File: src/rtl/alu_pkg.sv
// Shared opcode encoding and constants for the 8-bit registered ALU.
package alu_pkg;

  localparam int ALU_WIDTH = 8;
  localparam logic [ALU_WIDTH-1:0] ALU_DIV0_RESULT = 8'hFF;

  typedef enum logic [3:0] {
    ALU_ADD  = 4'd0,
    ALU_SUB  = 4'd1,
    ALU_MUL  = 4'd2,
    ALU_DIV  = 4'd3,
    ALU_SHL  = 4'd4,
    ALU_SHR  = 4'd5,
    ALU_ROL  = 4'd6,
    ALU_ROR  = 4'd7,
    ALU_AND  = 4'd8,
    ALU_OR   = 4'd9,
    ALU_XOR  = 4'd10,
    ALU_NOR  = 4'd11,
    ALU_NAND = 4'd12,
    ALU_XNOR = 4'd13,
    ALU_GT   = 4'd14,
    ALU_EQ   = 4'd15
  } alu_op_e;

endpackage

File: src/rtl/alu_core.sv
// Combinational result, carry and magnitude-flag logic of the ALU.
// Define ALU_MUL_DIV_EN to build the multiplier and divider for opcodes 2 and 3.
module alu_core
  import alu_pkg::*;
(
  input  logic [ALU_WIDTH-1:0] a,
  input  logic [ALU_WIDTH-1:0] b,
  input  logic [3:0]           alu_sel,
  output logic [ALU_WIDTH-1:0] result,
  output logic                 carry,
  output logic                 equal,
  output logic                 greater,
  output logic                 smaller
);

  alu_op_e        op_s;
  logic [8:0]     sum_s;
  logic [8:0]     diff_s;
`ifdef ALU_MUL_DIV_EN
  logic [15:0]    prod_s;
`endif

  assign op_s   = alu_op_e'(alu_sel);
  assign sum_s  = {1'b0, a} + {1'b0, b};
  // Bit 8 of the 9-bit difference is the borrow (set when a < b).
  assign diff_s = {1'b0, a} - {1'b0, b};
`ifdef ALU_MUL_DIV_EN
  assign prod_s = {8'h00, a} * {8'h00, b};
`endif

  // Operation decode: result and carry/borrow/shift-out flag.
  always_comb begin
    result = 8'h00;
    carry  = 1'b0;
    case (op_s)
      ALU_ADD: begin
        result = sum_s[7:0];
        carry  = sum_s[8];
      end
      ALU_SUB: begin
        result = diff_s[7:0];
        carry  = diff_s[8];
      end
`ifdef ALU_MUL_DIV_EN
      ALU_MUL: begin
        result = prod_s[7:0];
        carry  = (prod_s[15:8] != 8'h00);
      end
      ALU_DIV: begin
        if (b == 8'h00) begin
          result = ALU_DIV0_RESULT;
          carry  = 1'b1;
        end else begin
          result = a / b;
          carry  = 1'b0;
        end
      end
`else
      ALU_MUL: begin
        result = 8'h00;
        carry  = 1'b0;
      end
      ALU_DIV: begin
        result = 8'h00;
        carry  = 1'b0;
      end
`endif
      ALU_SHL: begin
        result = {a[6:0], 1'b0};
        carry  = a[7];
      end
      ALU_SHR: begin
        result = {1'b0, a[7:1]};
        carry  = a[0];
      end
      ALU_ROL:  result = {a[6:0], a[7]};
      ALU_ROR:  result = {a[0], a[7:1]};
      ALU_AND:  result = a & b;
      ALU_OR:   result = a | b;
      ALU_XOR:  result = a ^ b;
      ALU_NOR:  result = ~(a | b);
      ALU_NAND: result = ~(a & b);
      ALU_XNOR: result = ~(a ^ b);
      ALU_GT:   result = (a > b) ? 8'h01 : 8'h00;
      ALU_EQ:   result = (a == b) ? 8'h01 : 8'h00;
      default: begin
        result = 8'h00;
        carry  = 1'b0;
      end
    endcase
  end

  // Magnitude flags are independent of the selected operation.
  always_comb begin
    equal   = (a == b);
    greater = (a > b);
    smaller = (a < b);
  end

endmodule

File: src/rtl/alu_8bit.sv
// Registered 8-bit ALU top: output registers with synchronous active-high reset.
// Optional MUL/DIV support is enabled by defining ALU_MUL_DIV_EN (see alu_core).
module alu_8bit
  import alu_pkg::*;
(
  input  logic                 clk,
  input  logic                 rst,
  input  logic [ALU_WIDTH-1:0] a,
  input  logic [ALU_WIDTH-1:0] b,
  input  logic [3:0]           alu_sel,
  output logic [ALU_WIDTH-1:0] alu_out,
  output logic                 equal,
  output logic                 greater,
  output logic                 smaller,
  output logic                 carry_out
);

  logic [ALU_WIDTH-1:0] alu_out_d, alu_out_q;
  logic                 carry_out_d, carry_out_q;
  logic                 equal_d, equal_q;
  logic                 greater_d, greater_q;
  logic                 smaller_d, smaller_q;

  alu_core u_core (
    .a       (a),
    .b       (b),
    .alu_sel (alu_sel),
    .result  (alu_out_d),
    .carry   (carry_out_d),
    .equal   (equal_d),
    .greater (greater_d),
    .smaller (smaller_d)
  );

  // Output registers; reset wins over the operation sampled at the same edge.
  always_ff @(posedge clk) begin
    if (rst) begin
      alu_out_q   <= 8'h00;
      carry_out_q <= 1'b0;
      equal_q     <= 1'b0;
      greater_q   <= 1'b0;
      smaller_q   <= 1'b0;
    end else begin
      alu_out_q   <= alu_out_d;
      carry_out_q <= carry_out_d;
      equal_q     <= equal_d;
      greater_q   <= greater_d;
      smaller_q   <= smaller_d;
    end
  end

  assign alu_out   = alu_out_q;
  assign carry_out = carry_out_q;
  assign equal     = equal_q;
  assign greater   = greater_q;
  assign smaller   = smaller_q;

endmodule

File: config.mk
export PLATFORM = sky130hd
export DESIGN_NAME = alu_8bit
export DESIGN_NICKNAME = d
export VERILOG_FILES = /design/src/rtl/alu_pkg.sv /design/src/rtl/alu_core.sv /design/src/rtl/alu_8bit.sv
export SDC_FILE = /design/constraint.sdc
export NUM_CORES = 1
export LEC_CHECK = 0
export CORE_ASPECT_RATIO = 1.75
export CORE_UTILIZATION = 45
export CTS_BUF_LIST = sky130_fd_sc_hd__clkbuf_16
export DETAILED_ROUTE_END_ITERATION = 6
export GPL_TIMING_DRIVEN = 0
export PLACE_DENSITY = 0.69
export SLEW_MARGIN = 10
export SYNTH_ARGS = -nofsm -noshare
export SYNTH_HDL_FRONTEND = slang
export SYNTH_SLANG_ARGS = --single-unit
File: constraint.sdc
create_clock -name clk -period 1.9 [get_ports clk]
set_clock_uncertainty 0.15 [all_clocks]
set_input_delay 0.38 -clock clk [delete_from_list [all_inputs] [get_ports clk]]
set_output_delay 0.38 -clock clk [all_outputs]
set_load 0.03 [all_outputs]
==> impl_table.tex, run 1 <==
\begin{tabular}{lr}
\hline
Metric & Value \\
\hline
\multicolumn{2}{l}{\textbf{Floorplan}} \\
\quad Std-Cell Core Area & $\sim$0.0044 mm2 \\
\quad Effective utilization at floorplan & a little under half \\
\quad Top-Level Pins & 34 \\
\quad Overall die height & 91.7 um \\
\quad Number of standard-cell rows in the floorplan & 32 \\
\quad Horizontal die dimension & 53.2 um \\
\quad Overall die area & roughly 0.005 mm2 \\
\multicolumn{2}{l}{\textbf{Global route}} \\
\quad Grt ovf & 0 \\
\quad All-layer global routing usage & between 30\% and 40\% \\
\quad Vias in the first global route & 2500 \\
\quad Maximum number of pins on one net before global-route repair & 11 \\
\quad Global-route wire length before repair & 12.4 mm \\
\quad Number of antenna violations at the first check in global routing & 0 \\
\multicolumn{2}{l}{\textbf{Final layout}} \\
\quad Count of nets after finishing & roughly 390 \\
\quad Post-synthesis to final-layout area growth & 65.6\% \\
\quad Layout cells sized above 1 & 46.9\% \\
\quad Filler cell count in the final layout & 305 \\
\quad Antenna diode count & 0 \\
\quad Number of standard cells in the final layout excluding fillers & 394 \\
\quad Most used cells in the layout excluding fill and tap cells & 39 x buf\_4, 16 x nor2\_1, 15 x buf\_6, 13 x clkdlybuf4s50\_1 \\
\quad Most frequent standard cell in the layout excluding fill and tap cells & buf\_4 \\
\multicolumn{2}{l}{\textbf{Timing}} \\
\quad Final setup violation count & 6 \\
\quad Count of final max-slew check failures & 0 \\
\quad Final number of hold-violating endpoints & 0 \\
\quad Final TNS setup & -0.550 ns \\
\quad Setup repair after global routing missed its margin & yes \\
\quad Final cycle utilization of the critical path & 111\% \\
\quad Slew at the pin with the worst max-slew slack & $\sim$0.7 ns \\
\quad Worst setup slack after layout & -0.201 ns \\
\quad Highest clock frequency the design can meet & 0.476 GHz \\
\quad Relative max-transition margin & a little over half \\
\quad Hold WS & between 0.4 and 0.5 ns \\
\quad Minimum clock period & 2.10 ns \\
\multicolumn{2}{l}{\textbf{Route}} \\
\quad DRC violation total after the first TritonRoute iteration & 158 \\
\quad Via density & 6.58 \\
\quad Wire length on met2 & between 4 and 5 mm \\
\quad Routed Wire Length & a little over 8 mm \\
\quad Routed WL per cell & roughly 21 um \\
\quad Detailed Routing Iterations Pass 1 & 5 \\
\quad Detailed-routed wire length on met3 & between 500 and 600 um \\
\quad Remaining antenna violation count & 0 \\
\quad Total routed wire length on the met1 layer & 2.83 mm \\
\quad Via count & 2591 \\
\quad Highest metal layer used by the detailed router & met4 \\
\quad Post-route DRC & 0 \\
\multicolumn{2}{l}{\textbf{Clock network}} \\
\quad Max Root-Sink Buffers & 2 \\
\quad Clock tree from TritonCTS & done \\
\quad H-Tree Depth & 1 \\
\quad Cell at the root of the clock tree & clkbuf\_16 \\
\quad CTS clock-pin slew for the worst setup and hold paths & $\sim$0.040 ns \\
\quad CTS hold repair buffers & 0 \\
\quad CTS Sinks & 12 \\
\quad CTS buffer count & 3 \\
\multicolumn{2}{l}{\textbf{Worst setup path}} \\
\quad Maximum cell stage delay along the critical path & 0.45 ns \\
\quad Crit path top cell by count & o21ai\_0 \\
\quad Startpoint type of the worst setup path & input port \\
\quad Setup CP Type & input port to register \\
\quad Chain of cells forming the critical path & buf\_6 > ha\_1 > o21ai\_0 > o21ai\_0 > nand4\_1 > a2111oi\_2 \\
\quad Critical path fanouts, max & 8 \\
\quad Combined buffer and inverter count along the critical path & 1 \\
\quad Gate family responsible for the most delay along the worst path & compound AO/OA/AOI/OAI gates \\
\quad Category of the worst setup path capture point & register \\
\quad Arrival time of data at the critical path endpoint & 2.09 ns \\
\quad Data required time at the worst endpoint & 1.89 ns \\
\quad Critical Path Slowest Stage Cell & ha\_1 \\
\multicolumn{2}{l}{\textbf{Placed design}} \\
\quad Routability cong. & 0.929 \\
\quad Setup Slack @ Placement & -1.31 ns \\
\quad Placed insts & around 350 \\
\quad Post-DP HPWL & 5.42 mm \\
\quad Buffers on Ports & 31 \\
\multicolumn{2}{l}{\textbf{Run status}} \\
\quad Run status & finished, violations left \\
\quad Violations in the final reports & setup timing \\
\multicolumn{2}{l}{\textbf{Synth}} \\
\quad Number of warnings issued by yosys & 0 \\
\quad Number of synthesized flops with an enable pin & 0 \\
\quad Synthesized netlist cell count & between 200 and 300 \\
\quad Total of flip-flops plus latches after synthesis & 12 \\
\quad Async set-reset flop share out of synthesis & 0\% \\
\quad Netlist cell types & 58 \\
\quad Cell Area, Synth & between 0.002 and 0.0025 mm2 \\
\quad Net count after synthesis & around 320 \\
\quad Sequential-to-total area share from yosys stat & 11.6\% \\
\quad Leading register cell type out of synthesis & dfxtp\_1 \\
\quad Mean instance size in the synthesized netlist & about 7.6 um2 \\
\multicolumn{2}{l}{\textbf{Power and ir drop}} \\
\quad Maximum VDD drop & between 0.6 and 0.7 mV \\
\quad Static power due to leakage & 1.36 nW \\
\quad Total power per unit cell area & 479 mW/mm2 \\
\multicolumn{2}{l}{\textbf{Worst hold path}} \\
\quad Worst min-delay path category & input port to register \\
\multicolumn{2}{l}{\textbf{Flow run}} \\
\quad Number of max-cap violations & 0 \\
\hline
\end{tabular}
==> layout make-up <==
type                       instances  area (um2)  share of cell area, %
multi-input combinational        213        2070                   60.5
timing repair buffer              71         676                   19.7
sequential                        12         240                   7.01
buffer                            17         150                   4.38
inverter                          26         144                   4.20
clock buffer                       3        75.1                   2.19
tap                               51        63.8                   1.86
clock inverter                     1        3.75                  0.110
==> final timing paths <==
path  startpoint         to  slack [ns]  cells past startpoint
min   alu_sel[0]  carry_out        0.47                      4
max         a[3]  carry_out       -0.20                      6
==> layer usage <==
| layer | global-route usage (%) | up-vias |
|---|---|---|
| met5 | 0 | - |
| met4 | 25.4 | 0 |
| met3 | 7.30 | 59 |
| met2 | 56.7 | 184 |
| met1 | 36.3 | 1204 |
| li1 | - | 1144 |
==> flip-flops by register name, indices dropped and copies added, names as in the netlist <==
register / count
carry_out: 1
greater: 1
alu_out: 8
smaller: 1
equal: 1
==> power breakdown <==
group / leakage [nW] / switching [mW] / internal, mW
clock: 0.0385 / 0.113 / 0.277
sequential: 0.0989 / 0.00452 / 0.272
combinational: 1.23 / 0.522 / 0.451
total: 1.36 / 0.639 / 1.00
==> metrics by stage <==
stage / total power [mW] / area, um2 / utilization [%]
floorplan: 0.747 / 2220 / -
global placement: 0.957 / 2590 / 58.8
detailed placement: 0.962 / 2590 / 58.8
CTS: 1.49 / 3080 / 69.9
global route: 1.71 / 3420 / 77.8
finish: 1.64 / 3420 / 77.8
==> repair_timing <==
item,CTS,global route
setup endpoints to repair,12,10
buffers inserted,29,11
pin swaps,40,41
gates resized for setup,126,71
==> cells in the mapped netlist, drive strengths merged (5+ instances only) <==
library cell	n	area share (%)
inv	26	4.7
ha	24	15
nor2	20	4.0
buf	16	5.4
nor3	16	3.9
a21oi	14	3.4
o21ai	13	3.1
dfxtp	12	12
nand2b	11	3.3
mux2i	9	4.4
o22ai	9	2.7
a221oi	8	4.0
xnor2	8	3.4
nand2	6	1.1
nor2b	5	1.5
nor4	5	2.2
==> logic make-up after synthesis <==
kind of cell	Yosys count	share of synthesized area, %
AO/OA/AOI/OAI	85	29.7
AND/OR/NAND/NOR	80	21.4
buffers and inverters	46	10.8
adder cells (fa/ha/maj)	26	16.5
XOR/XNOR	12	5.08
flip-flops	12	11.6
multiplexers	10	4.90
(Power assumes the default switching activity.)
==> inputs of run 2 (changes only) <==
--- a/config.mk
+++ b/config.mk
@@ -5,12 +5,14 @@
 export SDC_FILE = /design/constraint.sdc
 export NUM_CORES = 1
 export LEC_CHECK = 0
+export ABC_AREA = 1
 export CORE_ASPECT_RATIO = 1.75
-export CORE_UTILIZATION = 45
+export CORE_UTILIZATION = 49
 export CTS_BUF_LIST = sky130_fd_sc_hd__clkbuf_16
+export CTS_CLUSTER_SIZE = 40
 export DETAILED_ROUTE_END_ITERATION = 6
 export GPL_TIMING_DRIVEN = 0
-export PLACE_DENSITY = 0.69
+export PLACE_DENSITY = 0.75
 export SLEW_MARGIN = 10
 export SYNTH_ARGS = -nofsm -noshare
 export SYNTH_HDL_FRONTEND = slang
==> impl_table.tex, run 2 <==
\begin{tabular}{lr}
\hline
Metric & Value \\
\hline
\multicolumn{2}{l}{\textbf{Power and ir drop}} \\
\quad Total power per unit cell area & 487 mW/mm2 \\
\quad Static power due to leakage & 1.41 nW \\
\quad Maximum VDD drop & 0.527 mV \\
\multicolumn{2}{l}{\textbf{Final layout}} \\
\quad Layout cells sized above 1 & 27.8\% \\
\quad Sequential cell area & roughly 240 um2 \\
\quad Most frequent standard cell in the layout excluding fill and tap cells & nand2\_1 \\
\quad Filler cell count in the final layout & 310 \\
\quad Area of combinational cells with multiple inputs & 0.00173 mm2 \\
\quad Most used cells in the layout excluding fill and tap cells & 85 x nand2\_1, 37 x nor2\_1, 34 x inv\_1, 19 x buf\_4, 18 x o21ai\_0 \\
\quad Antenna diode count & 0 \\
\quad Final Cell Area & 0.00289 mm2 \\
\quad Count of nets after finishing & 449 \\
\quad Post-synthesis to final-layout area growth & 48.6\% \\
\quad Max FFs per register & 8 \\
\multicolumn{2}{l}{\textbf{Worst hold path}} \\
\quad Startpoint of the tightest hold check path & a[2] \\
\quad Cells on Worst Hold Path & 5 \\
\quad Worst min-delay path category & input port to register \\
\quad End point of the most critical hold path & alu\_out[1] \\
\multicolumn{2}{l}{\textbf{Floorplan}} \\
\quad Effective utilization at floorplan & 52.5\% \\
\quad Overall die area & 0.00423 mm2 \\
\quad Horizontal die dimension & 49.6 um \\
\quad Overall die height & approximately 85 um \\
\quad Top-Level Pins & 34 \\
\quad Number of standard-cell rows in the floorplan & 29 \\
\quad Std-Cell Core Area & approximately 0.0037 mm2 \\
\multicolumn{2}{l}{\textbf{Synth}} \\
\quad Total of flip-flops plus latches after synthesis & 12 \\
\quad Proportion of netlist area held by the largest area contributor & 17.8\% \\
\quad Sequential-to-total area share from yosys stat & 12.4\% \\
\quad Number of synthesized flops with an enable pin & 0 \\
\quad Net count after synthesis & $\sim$390 \\
\quad Async set-reset flop share out of synthesis & 0\% \\
\quad Cell taking the most area after synthesis & nand2\_1 \\
\quad Synth area leaders & nand2\_1 18\%, ha\_1 15\%, dfxtp\_1 12\% \\
\quad Most used standard cell by instance count after synthesis & nand2\_1 \\
\quad Number of warnings issued by yosys & 0 \\
\quad Mean instance size in the synthesized netlist & 5.71 um2 \\
\quad Leading post-synthesis cells by instance count & 92 x nand2\_1, 52 x inv\_1, 45 x nor2\_1 \\
\quad Netlist cell types & 31 \\
\quad Cell Area, Synth & 0.00194 mm2 \\
\quad Leading register cell type out of synthesis & dfxtp\_1 \\
\quad Synthesized netlist cell count & between 300 and 400 \\
\multicolumn{2}{l}{\textbf{Timing}} \\
\quad Setup repair after global routing missed its margin & yes \\
\quad Highest clock frequency the design can meet & 0.541 GHz \\
\quad Slew at the pin with the worst max-slew slack & $\sim$0.4 ns \\
\quad Final setup violation count & 0 \\
\quad Relative max-transition margin & between 70\% and 80\% \\
\quad Final number of hold-violating endpoints & 0 \\
\quad Minimum clock period & 1.85 ns \\
\quad Count of final max-slew check failures & 0 \\
\quad Hold WS & $\sim$0.48 ns \\
\quad Final cycle utilization of the critical path & 97.3\% \\
\multicolumn{2}{l}{\textbf{Route}} \\
\quad Remaining antenna violation count & 0 \\
\quad Routed WL per cell & between 15 and 20 um \\
\quad DRC violation total after the first TritonRoute iteration & $\sim$140 \\
\quad Detailed Routing Iterations Pass 1 & 5 \\
\quad Via count & 2597 \\
\quad Post-route DRC & 0 \\
\quad Routed Wire Length & 7.44 mm \\
\quad Via density & 5.84 \\
\multicolumn{2}{l}{\textbf{Placed design}} \\
\quad Post-DP HPWL & between 5 and 6 mm \\
\quad Routability cong. & 0.963 \\
\quad Buffers on Ports & 33 \\
\quad Placed inst area & 0.00233 mm2 \\
\multicolumn{2}{l}{\textbf{Worst setup path}} \\
\quad Data required time at the worst endpoint & 1.86 ns \\
\quad Critical path fanouts, max & 4 \\
\quad Startpoint type of the worst setup path & input port \\
\quad Arrival time of data at the critical path endpoint & 1.81 ns \\
\quad Critical path launch point & a[0] \\
\quad Chain of cells forming the critical path & clkbuf\_4 > inv\_4 > ha\_4 > inv\_2 > fa\_2 > or2\_2 > nand3\_1 > nand2\_1 > nor3\_2 > a31oi\_1 \\
\quad Critical Path Slowest Stage Cell & fa\_2 \\
\quad Category of the worst setup path capture point & register \\
\quad Setup CP Type & input port to register \\
\quad Maximum cell stage delay along the critical path & 0.34 ns \\
\multicolumn{2}{l}{\textbf{Global route}} \\
\quad All-layer global routing usage & between 30\% and 40\% \\
\quad Number of antenna violations at the first check in global routing & 0 \\
\quad Vias in the first global route & 2477 \\
\quad Maximum number of pins on one net before global-route repair & 11 \\
\quad Global-route wire length before repair & 11.6 mm \\
\quad Grt ovf & 0 \\
\multicolumn{2}{l}{\textbf{Clock network}} \\
\quad CTS buffer count & 3 \\
\quad H-Tree Depth & 1 \\
\quad Max Root-Sink Buffers & 2 \\
\quad CTS clock-pin slew for the worst setup and hold paths & approximately 0.040 ns \\
\quad Clock tree from TritonCTS & done \\
\quad Cell at the root of the clock tree & clkbuf\_16 \\
\quad CTS hold repair buffers & 0 \\
\quad CTS Sinks & 12 \\
\multicolumn{2}{l}{\textbf{Run status}} \\
\quad Run status & complete, no violations \\
\multicolumn{2}{l}{\textbf{Flow run}} \\
\quad Number of max-cap violations & 0 \\
\hline
\end{tabular}
==> run 2: stage by stage <==
step                      utilization [%]  power, mW  worst slack, ns  setup TNS (ns)  std cells
after CTS                            74.9       1.34          -0.0128         -0.0128        439
after detailed placement             63.0      0.825           -0.803           -7.90        419
after global placement               63.0      0.819           -0.803           -7.83        419
after floorplan                         -      0.635           0.0125               0        340
final                                78.0       1.41           0.0511               0        445
after global routing                 78.0       1.47          -0.0260         -0.0275        445
==> run 2: worst max path at each step <==
stage | slack, ns | depth (start not counted) | endpoint
floorplan | 0.01 | 9 | alu_out[2]
global placement | -0.80 | 10 | alu_out[2]
detailed placement | -0.80 | 10 | alu_out[2]
CTS | -0.01 | 12 | alu_out[5]
global route | -0.03 | 13 | carry_out
finish | 0.05 | 10 | alu_out[2]
==> run 2: final cells by class <==
type / instances / share of cell area, %
plain buffers: 5 / 1.95
clock buffers: 3 / 2.60
inverters: 53 / 7.29
multi-input cells: 270 / 59.8
flip-flops and latches: 12 / 8.33
well taps: 46 / 1.99
repair buffers: 56 / 18.0
==> run 2: cell families (layout without fill, tap and decap cells) <==
kind of cell | count (synthesis) | after routing | synth area share, %
AO/OA/AOI/OAI | 53 | 53 | 15.4
XOR/XNOR | 4 | 4 | 1.80
adder cells (fa/ha/maj) | 26 | 26 | 17.5
buffers and inverters | 59 | 117 | 11.9
flip-flops | 12 | 12 | 12.4
AND/OR/NAND/NOR | 186 | 187 | 41.0
==> run 2: repair_timing <==
item	4_1_cts	5_1_grt
setup buffers	16	6
gates resized for setup	97	47
pin swaps	21	19
cloned	2	0
endpoints found under the setup margin	12	10
==> run 2: where the power goes <==
part / total (mW) / leakage (nW) / switching (mW) / internal (mW)
Sequential: 0.280 / 0.0992 / 0.00478 / 0.275
Combinational: 0.745 / 1.28 / 0.427 / 0.318
Clock: 0.380 / 0.0370 / 0.106 / 0.274
==> run 2: routing by layer <==
metal	track usage, %	wire length (um)
met5	0	0
met1	37.4	2550
met2	64.5	3800
met3	4.66	608
met4	25.7	487
==> run 2: critical path: cells and delay by family <==
kind                     cells  cell delay (ns)
AND/OR/NAND/NOR              4             0.54
adder cells (fa/ha/maj)      2             0.49
buffers and inverters        3             0.29
AO/OA/AOI/OAI                1             0.11
